**src/rtl/fruit_pkg.sv**
```systemverilog
// Shared types, screen constants and the level-to-interval helper for the fruit game.
package fruit_pkg;

   typedef enum logic [1:0] {
      IDLE   = 2'd0,
      WAIT   = 2'd1,
      LAUNCH = 2'd2,
      FLIGHT = 2'd3
   } spawner_state_t;

   localparam logic [9:0] X_MAX    = 10'd639;
   localparam logic [9:0] Y_MAX    = 10'd479;
   localparam logic [9:0] X_CENTER = 10'd320;

   // 10-bit two's complement velocity
   typedef logic [9:0] vel_t;

   // Frames between launches: base minus level*step, floored, never wrapping below zero.
   function automatic logic [7:0] launch_interval(
      input logic [7:0] cut,
      input logic [7:0] base,
      input logic [7:0] step,
      input logic [7:0] floor_v
   );
      logic [3:0]  level;
      logic [11:0] dec;
      if (cut[7:2] > 6'd15) begin
         level = 4'd15;
      end else begin
         level = cut[5:2];
      end
      dec = {8'd0, level} * {4'd0, step};
      if ((dec + {4'd0, floor_v}) >= {4'd0, base}) begin
         return floor_v;
      end else begin
         return base - dec[7:0];
      end
   endfunction

endpackage

```
**src/rtl/fruit_spawner_lfsr16.sv**
```systemverilog
// 16-bit Galois LFSR (right shift). Reusable for any per-fruit random choice.
module lfsr16 #(
   parameter logic [15:0] SEED = 16'hACE1,
   parameter logic [15:0] TAPS = 16'hB400
) (
   input  logic        frame_clk,
   input  logic        Reset,
   input  logic        enable,
   output logic [15:0] state
);

   logic [15:0] state_r;

   // Shift once per enabled frame; seed must be nonzero or the sequence sticks at zero
   always_ff @(posedge frame_clk or posedge Reset) begin
      if (Reset) begin
         state_r <= SEED;
      end else if (enable) begin
         state_r <= {1'b0, state_r[15:1]} ^ (state_r[0] ? TAPS : 16'h0000);
      end
   end

   assign state = state_r;

endmodule

```
**src/rtl/fruit_spawner.sv**
```systemverilog
// Launch controller: times each throw, picks random start X / velocities, waits for the fruit to clear.
module fruit_spawner
   import fruit_pkg::*;
#(
   parameter int unsigned BASE_INTERVAL = 120,
   parameter int unsigned STEP          = 6,
   parameter int unsigned MIN_INTERVAL  = 30,
   parameter int unsigned X_SPAWN_MIN   = 64,
   parameter int unsigned VY_BASE       = 12,
   parameter int unsigned ACK_TIMEOUT   = 3,
   parameter logic [15:0] LFSR_SEED     = 16'hACE1
) (
   input  logic       Reset,
   input  logic       frame_clk,
   input  logic       enable,
   input  logic       fruit_active,
   input  logic [7:0] cut_count,
   output logic       new_fruit,
   output logic [9:0] spawn_x,
   output logic [9:0] spawn_vx,
   output logic [9:0] spawn_vy,
   output logic [7:0] spawn_count
);

   localparam logic [7:0] BASE_W  = 8'(BASE_INTERVAL);
   localparam logic [7:0] STEP_W  = 8'(STEP);
   localparam logic [7:0] MIN_W   = 8'(MIN_INTERVAL);
   localparam logic [9:0] X_MIN_W = 10'(X_SPAWN_MIN);
   localparam logic [9:0] VY_W    = 10'(VY_BASE);
   localparam logic [7:0] ACK_W   = 8'(ACK_TIMEOUT);

   spawner_state_t state_r, state_s;
   logic [7:0]     counter_r, counter_s;
   logic           seen_r, seen_s;
   logic           launch_s;
   logic           new_fruit_r;
   logic [9:0]     spawn_x_r, spawn_x_s;
   vel_t           spawn_vx_r, spawn_vx_s;
   vel_t           spawn_vy_r, spawn_vy_s;
   vel_t           vx_mag_s;
   logic [7:0]     spawn_count_r;
   logic [7:0]     interval_s;
   logic [15:0]    lfsr_s;
   logic           unused_lfsr_bits_s;

   lfsr16 #(.SEED(LFSR_SEED), .TAPS(16'hB400)) u_lfsr (
      .frame_clk (frame_clk),
      .Reset     (Reset),
      .enable    (1'b1),
      .state     (lfsr_s)
   );

   assign unused_lfsr_bits_s = ^lfsr_s[15:13];
   assign interval_s = launch_interval(cut_count, BASE_W, STEP_W, MIN_W);

   // Launch values from the LFSR state that is current on the launching edge
   always_comb begin
      spawn_x_s = X_MIN_W + {1'b0, lfsr_s[8:0]};
      vx_mag_s  = {8'd0, lfsr_s[10:9]} + 10'd1;
      if (spawn_x_s < X_CENTER) begin
         spawn_vx_s = vx_mag_s;
      end else begin
         spawn_vx_s = 10'd0 - vx_mag_s;
      end
      spawn_vy_s = 10'd0 - (VY_W + {8'd0, lfsr_s[12:11]});
   end

   // Next-state logic: interval countdown, one-frame launch, flight watch with ack timeout
   always_comb begin
      state_s   = state_r;
      counter_s = counter_r;
      seen_s    = seen_r;
      launch_s  = 1'b0;
      if (!enable) begin
         state_s   = IDLE;
         counter_s = 8'd0;
         seen_s    = 1'b0;
      end else begin
         case (state_r)
            IDLE: begin
               state_s   = WAIT;
               counter_s = interval_s;
            end
            WAIT: begin
               if ((counter_r == 8'd1) && !fruit_active) begin
                  state_s  = LAUNCH;
                  launch_s = 1'b1;
               end else if (counter_r > 8'd1) begin
                  counter_s = counter_r - 8'd1;
               end else begin
                  counter_s = counter_r;
               end
            end
            LAUNCH: begin
               state_s   = FLIGHT;
               seen_s    = 1'b0;
               counter_s = ACK_W;
            end
            FLIGHT: begin
               if (seen_r && !fruit_active) begin
                  state_s   = WAIT;
                  counter_s = interval_s;
                  seen_s    = 1'b0;
               end else if (!seen_r && (counter_r == 8'd0)) begin
                  state_s   = WAIT;
                  counter_s = interval_s;
                  seen_s    = 1'b0;
               end else begin
                  seen_s = seen_r | fruit_active;
                  if (!seen_r) begin
                     counter_s = counter_r - 8'd1;
                  end else begin
                     counter_s = counter_r;
                  end
               end
            end
            default: begin
               state_s   = IDLE;
               counter_s = 8'd0;
               seen_s    = 1'b0;
            end
         endcase
      end
   end

   // State, strobe and held launch registers; spawn values and count only change on a launch
   always_ff @(posedge frame_clk or posedge Reset) begin
      if (Reset) begin
         state_r       <= IDLE;
         counter_r     <= 8'd0;
         seen_r        <= 1'b0;
         new_fruit_r   <= 1'b0;
         spawn_x_r     <= X_CENTER;
         spawn_vx_r    <= 10'd0;
         spawn_vy_r    <= 10'd0;
         spawn_count_r <= 8'd0;
      end else begin
         state_r     <= state_s;
         counter_r   <= counter_s;
         seen_r      <= seen_s;
         new_fruit_r <= launch_s;
         if (launch_s) begin
            spawn_x_r  <= spawn_x_s;
            spawn_vx_r <= spawn_vx_s;
            spawn_vy_r <= spawn_vy_s;
            if (spawn_count_r != 8'd255) begin
               spawn_count_r <= spawn_count_r + 8'd1;
            end
         end
      end
   end

   assign new_fruit   = new_fruit_r;
   assign spawn_x     = spawn_x_r;
   assign spawn_vx    = spawn_vx_r;
   assign spawn_vy    = spawn_vy_r;
   assign spawn_count = spawn_count_r;

endmodule

```
**config.mk**
```make
export PLATFORM = sky130hd
export DESIGN_NAME = fruit_spawner
export DESIGN_NICKNAME = d
export VERILOG_FILES = /design/src/rtl/fruit_pkg.sv /design/src/rtl/fruit_spawner_lfsr16.sv /design/src/rtl/fruit_spawner.sv
export SDC_FILE = /design/constraint.sdc
export NUM_CORES = 1
export LEC_CHECK = 0
export ABC_AREA = 1
export CAP_MARGIN = 20
export CORE_MARGIN = 3
export CORE_UTILIZATION = 50
export CTS_CLUSTER_DIAMETER = 200
export DETAILED_ROUTE_END_ITERATION = 16
export GPL_TIMING_DRIVEN = 0
export HOLD_SLACK_MARGIN = 0.1
export PLACE_DENSITY_LB_ADDON = 0.25
export SYNTH_ARGS = -nofsm -noshare
export SYNTH_HDL_FRONTEND = slang
export SYNTH_SLANG_ARGS = --single-unit
```
**constraint.sdc**
```tcl
create_clock -name frame_clk -period 2.04 [get_ports frame_clk]
set_input_delay 0.408 -clock frame_clk [delete_from_list [all_inputs] [get_ports frame_clk]]
set_output_delay 0.408 -clock frame_clk [all_outputs]
set_load 0.03 [all_outputs]
```
==> reports/results.ini, run 1 <==
[yosys]
seq_area_frac_synth_pct=45.7
yosys_register_bits=54
synthTopCellsByArea=dfrtp_1, nand2_1, dfstp_2
yosys_warnings=0
synth.avg_cell_area_sq_um=8.80
synth_cell_types=39
synth_compound_area_share_pct=5.24
synth.mux.area_fraction_pct=1.47
synth_top_family_by_area=simple AND/OR/NAND/NOR gates
syn_inst=339
yosys.area_share.adder_pct=7.80
synth_area_leader_cell=dfrtp_1
syn_area_sq_um=2980
syn_nets=369
yosys.area_share.simple_pct=24.3
yosysTopAreaCellShare_pct=36.9
synth_xor_area_share_pct=6.17

[sta]
worst_pin_slew_ps=537
finalSetupTns_ps=-135
slew_headroom_pct=64.2
post-route-min-period_ps=2110
fmax_mhz=474
post-route-period-util_pct=103
finalMaxSlewViolations=0
setup_viol=2
fin_skew_ps=3.72
timing.final.ws_setup_ps=-68.2
hold-worst-slack_ps=382
hold_viol=0
rsz0062_at_grt=yes

[drt]
drt-vias-per-instance=4.91
antenna_left=0
drt_wl_total_microns=6070
routedWlPerCell_microns=12.7
num_vias=2344
drtPass1Iterations=4
drtIter0Drc=91
drc=0

[global_route]
grt_usage_pct=18.1
grt_first_pass_wirelength_microns=10400
grt_max_degree=30
gr-total-overflow=0
antenna_found_initial=0
grt_pass1_vias=2291

[setup_path]
crit_chain=buf_12 > inv_12 > nand2_8 > nor2_4 > inv_2 > ha_4 > fa_2 > inv_2 > or2_4 > nand2_1 > nand3_1 > nor2_1 > nand2_1 > nand2_1 > o21ai_1 > nand2_1 > nand2_1
worst_path_max_delay_cell=fa_2
start_kind=input port
path_buf_inv=4
cp_max_fo=3
reg2reg_depth=11
r2r-start=counter_r[0]$_DFFE_PP0P_
required_ps=2240
critical-path-max-stage-delay_ps=550
cp_top_family=simple AND/OR/NAND/NOR gates
r2r_slack_ps=70
worstPathArrival_ps=2310
r2r-end=counter_r[5]$_DFFE_PP0P_
crit_top_cell=nand2_1
critPathCaptureType=flop
worstSetupPathType=in -> reg

[power_and_ir_drop]
powerDensity_nw_per_um2=870
p_leak_nw=1.93
finalPower_mw=3.35
peakVddDrop_uv=612

[flow_run]
maxCapViolCount=0

[min_path]
hold_depth=0
min_to=u_lfsr.state[2]$_DFF_PP0_
holdCritPathClass=reg -> reg
hold_start=u_lfsr.state[3]$_DFF_PP0_

[finish]
areaGrowthSynthToFinish_pct=29.0
antennaDiodeCount=0
drive_above_1_share_pct=23.2
final_nets=434
fillerInstances=449
mostFrequentLayoutCells=nand2_1, dfrtp_1, clkdlybuf4s50_1
multiInputGateArea_sq_um=1450
register_area_sq_um=1370
layout_commonest_cell=nand2_1
stdcell_area_sq_um=3850

[clock_tree]
cts_sinks=54
cts-htree-levels=2
cts_hold_buf=0
cts_tree=yes
cts_max_path_buffers=2
cts.clk_slew.worst_paths_ps=100
cts-root-buf=clkbuf_8
clkLatencyLatePin_ps=300
cts_buffers=5

[floorplanning]
initial_core_util_pct=52.9
row_count=27
die-height_microns=83.2
die_area_sq_um=6930
pin_count=51
coreArea_sq_um=5640
fp.dieW_microns=83.2

[outcome]
violations=setup timing
status=finished with violations

[place]
hpwl_microns=4480
io_buffers=47
place_area_sq_um=3620
gp_congestion=0.846

## kinds of logic (layout without fill, tap and decap cells)
kind of cell,count (synthesis),count (layout)
AOI/OAI and AO/OA,29,29
xor gates and xnor gates,21,21
adders and majority gates,18,18
buffers and inverters,60,126
DFF,54,54
muxes,4,4
other,1,1
and+or+nand+nor,152,152
## final cells by class
class | count | share of cell area, %
clock inverters | 2 | 0.358
inverters | 46 | 4.98
flip-flops and latches | 54 | 35.5
repair buffers | 58 | 14.8
well taps | 72 | 2.34
multi-input cells | 225 | 37.6
clock buffers | 6 | 1.89
plain buffers | 14 | 2.57
## worst max-delay path by stage
| stage | from | endpoint | cells after the start |
|---|---|---|---|
| finish | cut_count[7] | counter_r[6]$_DFFE_PP0P_ | 17 |
| global route | cut_count[4] | counter_r[4]$_DFFE_PP0P_ | 16 |
| CTS | cut_count[7] | counter_r[6]$_DFFE_PP0P_ | 17 |
| detailed placement | cut_count[7] | counter_r[6]$_DFFE_PP0P_ | 17 |
| global placement | cut_count[7] | counter_r[6]$_DFFE_PP0P_ | 19 |
| floorplan | cut_count[7] | counter_r[6]$_DFFE_PP0P_ | 16 |
## synthesized netlist by cell type
master / number
nor2_2: 2
o21ai_1: 6
nand2_1: 90
buf_2: 1
nor3_1: 1
mux2_1: 1
nand3_4: 1
or2_2: 2
buf_4: 12
xnor2_1: 6
nand3_1: 22
nor3b_4: 1
mux2_2: 2
fa_1: 1
inv_2: 5
nor4_1: 1
a31oi_1: 2
o21ai_0: 12
clkinv_2: 1
nor3_4: 1
nor3_2: 1
conb_1: 1
or2_1: 1
dfstp_2: 10
a21oi_1: 5
nand3_2: 3
ha_1: 17
inv_1: 40
clkbuf_1: 1
xor2_1: 15
o22ai_1: 2
o2111ai_1: 1
nor2_1: 14
nor2_4: 3
a22oi_1: 1
dfrtp_1: 44
mux2i_1: 1
nand4_1: 3
nand2_2: 6
## sequential cells by signal, indices dropped and copies added, names as in the netlist
| signal | flops |
|---|---|
| counter_r | 8 |
| new_fruit | 1 |
| seen_r | 1 |
| spawn_count | 8 |
| spawn_vx | 4 |
| spawn_vy | 4 |
| spawn_x | 10 |
| state_r | 2 |
| u_lfsr.state | 16 |
## metrics by stage
step	util, %	instances	setup slack, ps
2_1_floorplan	-	339	-205
3_3_place_gp	63.7	458	-1010
3_5_place_dp	64.1	459	-1060
4_1_cts	67.2	474	-74.0
5_1_grt	68.2	477	-170
6_report	68.2	477	-68.2
## repair_timing
action / in CTS / in global routing
resized for setup: 29 / 11
endpoints found under the setup margin: 4 / 14
pin swaps: 9 / 3
buffers inserted: 7 / 3
## worst reg2reg max path, stage by stage (launching register included)
cell,delay [ps]
dfrtp_1,400
inv_1,130
ha_2,240
inv_1,90
nor3_4,170
nand3_1,120
nand3_1,110
nand2_1,110
nand2_1,150
inv_2,80
a22oi_1,160
o21ai_1,90
## power breakdown
part           leakage [nW]  internal, mW  switching [mW]
clock                0.0456         0.246           0.345
sequential            0.702          1.19           0.131
combinational          1.18         0.569           0.866
total                  1.93          2.00            1.34
## layer usage
metal	vias to the layer above	track usage (%)	share of wire (%)
met2	40	30.4	49
met3	7	3.57	3.3
met4	0	4.46	0.97
met5	-	0	0
met1	1114	24.1	47
li1	1183	-	-
No activity file was read; power rests on OpenSTA's default activity.
==> run 2, diff against run 1 <==
--- a/config.mk
+++ b/config.mk
@@ -7,7 +7,7 @@
 export LEC_CHECK = 0
 export ABC_AREA = 1
 export CAP_MARGIN = 20
-export CORE_MARGIN = 3
+export CORE_MARGIN = 1
 export CORE_UTILIZATION = 50
 export CTS_CLUSTER_DIAMETER = 200
 export DETAILED_ROUTE_END_ITERATION = 16
==> reports/results.ini, run 2 (synthesis results as in run 1) <==
[power_and_ir_drop]
powerDensity_nw_per_um2=901
p_leak_nw=2.08
peakVddDrop_uv=511
finalPower_mw=3.52

[clock_tree]
cts_sinks=54
cts-htree-levels=2
clkLatencyLatePin_ps=310
cts_max_path_buffers=2
cts.clk_slew.worst_paths_ps=100
cts-root-buf=clkbuf_8
cts_buffers=5
cts_tree=yes
cts_hold_buf=0

[drt]
num_vias=2359
wl_met1_microns=2830
topRoutingLayerUsed=met4
wl_met3_microns=163
dr_wl_met2_microns=3020
drc=0
drt_wl_total_microns=6070
drtPass1Iterations=4
drtIter0Drc=82
antenna_left=0
routedWlPerCell_microns=12.8
drt-vias-per-instance=4.97

[min_path]
hold_start=u_lfsr.state[3]$_DFF_PP0_
hold_depth=0
holdCritPathClass=reg -> reg
min_to=u_lfsr.state[2]$_DFF_PP0_

[setup_path]
crit_chain=clkdlybuf4s50_1 > inv_1 > nand2_2 > ha_4 > a21oi_1 > nand3_1 > nand2_2 > nand2_1 > nand2_1 > nand2_1 > nand2_1 > nand2_1 > o21ai_1 > nand2_1 > nand2_1
r2r-start=counter_r[0]$_DFFE_PP0P_
cp_max_fo=6
crit_top_cell=nand2_1
start_kind=input port
r2r_slack_ps=190
reg2reg_depth=11
worstSetupPathType=in -> reg
critPathCaptureType=flop
required_ps=2290
r2r-end=counter_r[5]$_DFFE_PP0P_
worstPathArrival_ps=2420
worst_path_max_delay_cell=clkdlybuf4s50_1
critical-path-max-stage-delay_ps=450

[sta]
fmax_mhz=461
post-route-period-util_pct=106
timing.final.ws_setup_ps=-128
slew_headroom_pct=65.1
hold_viol=0
post-route-min-period_ps=2170
fin_skew_ps=4.75
finalMaxSlewViolations=0
setup_viol=3
hold-worst-slack_ps=383
rsz0062_at_grt=yes
worst_pin_slew_ps=523

[floorplanning]
pin_count=51
die-height_microns=79.2
fp.dieW_microns=79.2
initial_core_util_pct=52.9
row_count=27
die_area_sq_um=6280
coreArea_sq_um=5640

[global_route]
antenna_found_initial=0
gr-total-overflow=0
grt_usage_pct=20.6
grt_max_degree=32
grt_first_pass_wirelength_microns=10100
grt_pass1_vias=2321

[finish]
stdcell_count=475
largest_reg_flops=16
final_nets=432
stdcell_area_sq_um=3910
antennaDiodeCount=0
mostFrequentLayoutCells=nand2_1, dfrtp_1, clkdlybuf4s50_1
drive_above_1_share_pct=25.1
areaGrowthSynthToFinish_pct=31.1
fillerInstances=438
layout_commonest_cell=nand2_1

[place]
gp_congestion=0.826
io_buffers=47
dp_cells=459
place_area_sq_um=3620
hpwl_microns=4270

[outcome]
status=finished with violations
violations=setup timing

[flow_run]
maxCapViolCount=0

==> run 2: cell types whose count changed in the layout (fill, tap and decap cells not counted), sizes merged <==
cell           delta
dlygate4sd2       +1
dlymetal6s2s      +7
clkdlybuf4s50     -8
clkinv            -1
bufinv            +1
buf               -2
==> run 2: per-stage QoR <==
step / TNS (ps) / utilization [%] / worst slack, ps
floorplan: -539 / - / -205
global placement: -33460 / 63.7 / -1000
detailed placement: -4180 / 64.1 / -1060
CTS: -206 / 67.4 / -106
global route: -974 / 69.3 / -299
finish: -328 / 69.3 / -128
==> run 2: area by class of cell <==
| type | instances | area, sq um | share of cell area, % |
|---|---|---|---|
| multi-input combinational | 225 | 1470 | 37.6 |
| sequential | 54 | 1360 | 34.9 |
| timing repair buffer | 56 | 572 | 14.6 |
| inverter | 46 | 194 | 4.96 |
| buffer | 14 | 98.8 | 2.53 |
| tap | 72 | 90.1 | 2.30 |
| clock buffer | 6 | 82.6 | 2.11 |
| clock inverter | 2 | 38.8 | 0.992 |
==> run 2: how the worst max path moves through the flow <==
stage | start | endpoint | slack [ps]
after detailed placement | cut_count[7] | counter_r[6]$_DFFE_PP0P_ | -1060
after global placement | cut_count[7] | counter_r[6]$_DFFE_PP0P_ | -1000
after global routing | cut_count[5] | counter_r[4]$_DFFE_PP0P_ | -300
after CTS | cut_count[7] | counter_r[6]$_DFFE_PP0P_ | -110
after floorplan | cut_count[7] | counter_r[6]$_DFFE_PP0P_ | -200
final | cut_count[5] | counter_r[6]$_DFFE_PP0P_ | -130
==> run 2: critical path, delay by kind of cell <==
family	cells	cell delay, ps
compound gates	2	360
fa+ha+maj	1	240
buf+inv	2	500
simple gates	10	900
==> run 2: per-layer routing <==
metal	up-vias	track usage (%)
met1	1138	27.9
li1	1178	-
met2	37	33.9
met5	-	0
met4	0	5.82
met3	6	3.79
==> run 2: repair_timing <==
action	4_1_cts	5_1_grt
pin swaps	10	5
gates resized for setup	32	25
endpoints found under the setup margin	5	15
setup buffers	4	4
gates cloned	0	0
==> run 2: power breakdown <==
group	internal [mW]	switching [mW]	leakage [nW]	total, mW
registers	1.19	0.132	0.703	1.32
logic	0.576	0.861	1.32	1.44
clock network	0.404	0.361	0.0618	0.765
==> run 3, diff against run 2 <==
--- a/config.mk
+++ b/config.mk
@@ -16,4 +16,5 @@
 export PLACE_DENSITY_LB_ADDON = 0.25
 export SYNTH_ARGS = -nofsm -noshare
 export SYNTH_HDL_FRONTEND = slang
+export SYNTH_HIERARCHICAL = 1
 export SYNTH_SLANG_ARGS = --single-unit
==> reports/results.ini, run 3 <==
[outcome]
status=finished with violations
violations=setup timing

[setup_path]
start_kind=input port
worstPathArrival_ps=2490
r2r-start=state_r[0]$_DFFE_PP0P_
worstSetupPathType=in -> reg
crit_start=cut_count[6]
cp_max_fo=3
required_ps=2250
critPathCaptureType=flop

[yosys]
synth_cell_types=37
synth.avg_cell_area_sq_um=7.74
syn_area_sq_um=3250
syn_inst=420
synth_common_cells=nand2_1, inv_1, dfrtp_1
async_flop_share_pct=100
synth_area_leader_cell=dfrtp_1
synthTopCellsByArea=dfrtp_1, nand2_1, dfstp_2
yosysTopAreaCellShare_pct=33.9
seq_area_frac_synth_pct=42.0
synth-edff-count=0
syn_nets=450
yosys_register_bits=54
post-synth-top-count-cell=nand2_1
ys_dominant_reg_cell=dfrtp_1
yosys_warnings=6

[power_and_ir_drop]
seqPwrFrac_pct=37.8
peakVddDrop_uv=654
p_clk_share_pct=17.9
p_int_mw=2.43
p_leak_nw=2.25
p_comb_share_pct=44.3
swShare_pct=40.3
finalPower_mw=4.07
switchingPower_mw=1.64
powerDensity_nw_per_um2=952

[finish]
antennaDiodeCount=0
register_area_sq_um=1370
largest_reg_flops=16
layout_commonest_cell=nand2_1
mostFrequentLayoutCells=nand2_1, inv_1, dfrtp_1
areaGrowthSynthToFinish_pct=31.6
fillerInstances=520
drive_above_1_share_pct=23.5
final_nets=526
multiInputGateArea_sq_um=1640

[sta]
hold_viol=0
rsz0062_at_grt=yes
post-route-min-period_ps=2280
finalMaxSlewViolations=0
slew_headroom_pct=45.2
fin_skew_ps=10.9
timing.final.ws_setup_ps=-237
worst_pin_slew_ps=821
setup_viol=4
fmax_mhz=439
post-route-period-util_pct=112

[drt]
drt_wl_total_microns=7160
antenna_left=0
drtIter0Drc=149
drc=0
routedWlPerCell_microns=12.5
drtPass1Iterations=4
num_vias=2822
drt-vias-per-instance=4.92

[clock_tree]
cts-root-buf=clkbuf_8
cts_max_path_buffers=2
cts-htree-levels=2
cts.clk_slew.worst_paths_ps=100
cts_tree=yes
cts_sinks=54
cts_hold_buf=0
cts_buffers=5
clkLatencyLatePin_ps=310

[flow_run]
maxCapViolCount=0

[global_route]
grt_usage_pct=22.0
grt_pass1_vias=2691
gr-total-overflow=0
antenna_found_initial=0
grt_first_pass_wirelength_microns=11600
grt_max_degree=39

[floorplanning]
initial_core_util_pct=51.5
fp.dieW_microns=82.6
pin_count=51
die_area_sq_um=6830
coreArea_sq_um=6310
row_count=29
die-height_microns=82.6

[place]
gp_congestion=0.914
place_ws_ps=-963
io_buffers=47
hpwl_microns=4840

[min_path]
hold_start=spawn_x[5]$_DFFE_PP0P_
holdCritPathClass=reg -> reg

## run 3: cell count changes after synthesis, sizes merged, moves of 2 or more
cell	change
nor2	+7
xor2	-7
inv	+20
o21ai	+7
xnor2	+2
a31oi	-2
nor3	+3
mux2	-2
nand2	+51
or2	-2
buf	+3
## run 3: layout make-up
cell class	instances	area share, %
Inverter	65	5.88
Clock inverter	3	1.05
Sequential cell	54	31.9
Tap cell	77	2.25
Clock buffer	5	1.61
Multi-Input combinational cell	283	38.2
Buffer	18	3.37
Timing Repair Buffer	69	15.7
## run 3: kinds of logic (layout without fill, tap and decap cells)
group                      Yosys count  in the layout  synth area share (%)
AOI/OAI and AO/OA                   36             36                  6.43
xor gates and xnor gates            16             16                  4.31
adders and majority gates           18             18                  7.16
buffers and inverters               83            160                  12.1
DFF                                 54             54                  42.0
muxes                                1              1                 0.347
other                                2              2                 0.231
and+or+nand+nor                    210            210                  27.5
## run 3: worst max-delay path: stages
cell     delay (ps)
buf_6           100
nor2_4          110
inv_2            60
nor2_4          140
inv_4            60
ha_4            160
fa_2            520
nor2_2          150
inv_2            70
nor2_4          120
nand3_2          90
nand2_2          70
inv_1            40
nand2_1          60
nand3_2          80
nand2_1          70
nand2_1          50
nand2_1          80
nand2_1          50
## run 3: worst paths after layout
kind                                               endpoint  slack (ps)  cells past startpoint
worst min-delay path                 spawn_x[5]$_DFFE_PP0P_         480                      2
worst max-delay path               counter_r[4]$_DFFE_PP0P_        -240                     19
worst min register to register       spawn_x[5]$_DFFE_PP0P_         480                      2
worst max register to register     counter_r[4]$_DFFE_PP0P_          20                     10
max in group asynchronous           spawn_vx[8]$_DFFE_PP0P_         870                      2
min in group asynchronous       u_lfsr/state[2]$_DFFE_PP0P_         500                      2
## run 3: metal layers
layer  global-route usage [%]  routed length, microns
met1                     28.1                    3210
met2                     38.6                    3720
met3                     3.41                     174
met4                     5.86                      53
met5                        0                       0
## run 3: through the flow
step / utilization (%) / hold WS, ps / cell area, sq um / setup TNS, ps / std cells
after floorplan: - / 316 / 3280 / -830 / 420
after global placement: 61.0 / 457 / 3850 / -9440 / 544
after detailed placement: 61.0 / 459 / 3850 / -4470 / 544
after CTS: 65.7 / 484 / 4150 / -474 / 570
after global routing: 67.7 / 516 / 4280 / -1170 / 574
final: 67.7 / 480 / 4280 / -748 / 574
## run 3: power groups by stage
stage          clock network [mW]  registers [mW]  logic (mW)
3_3_place_gp                    0            1.55        1.68
5_1_grt                     0.788            1.58        2.03
3_5_place_dp                    0            1.56        1.71
6_report                    0.727            1.54        1.80
4_1_cts                     0.758            1.54        1.75
2_1_floorplan                   0            1.67        1.11
## run 3: what timing repair did
action	CTS	global route
gates resized for setup	24	35
setup buffers	18	4
endpoints found under the setup margin	4	20
pin swaps	18	27
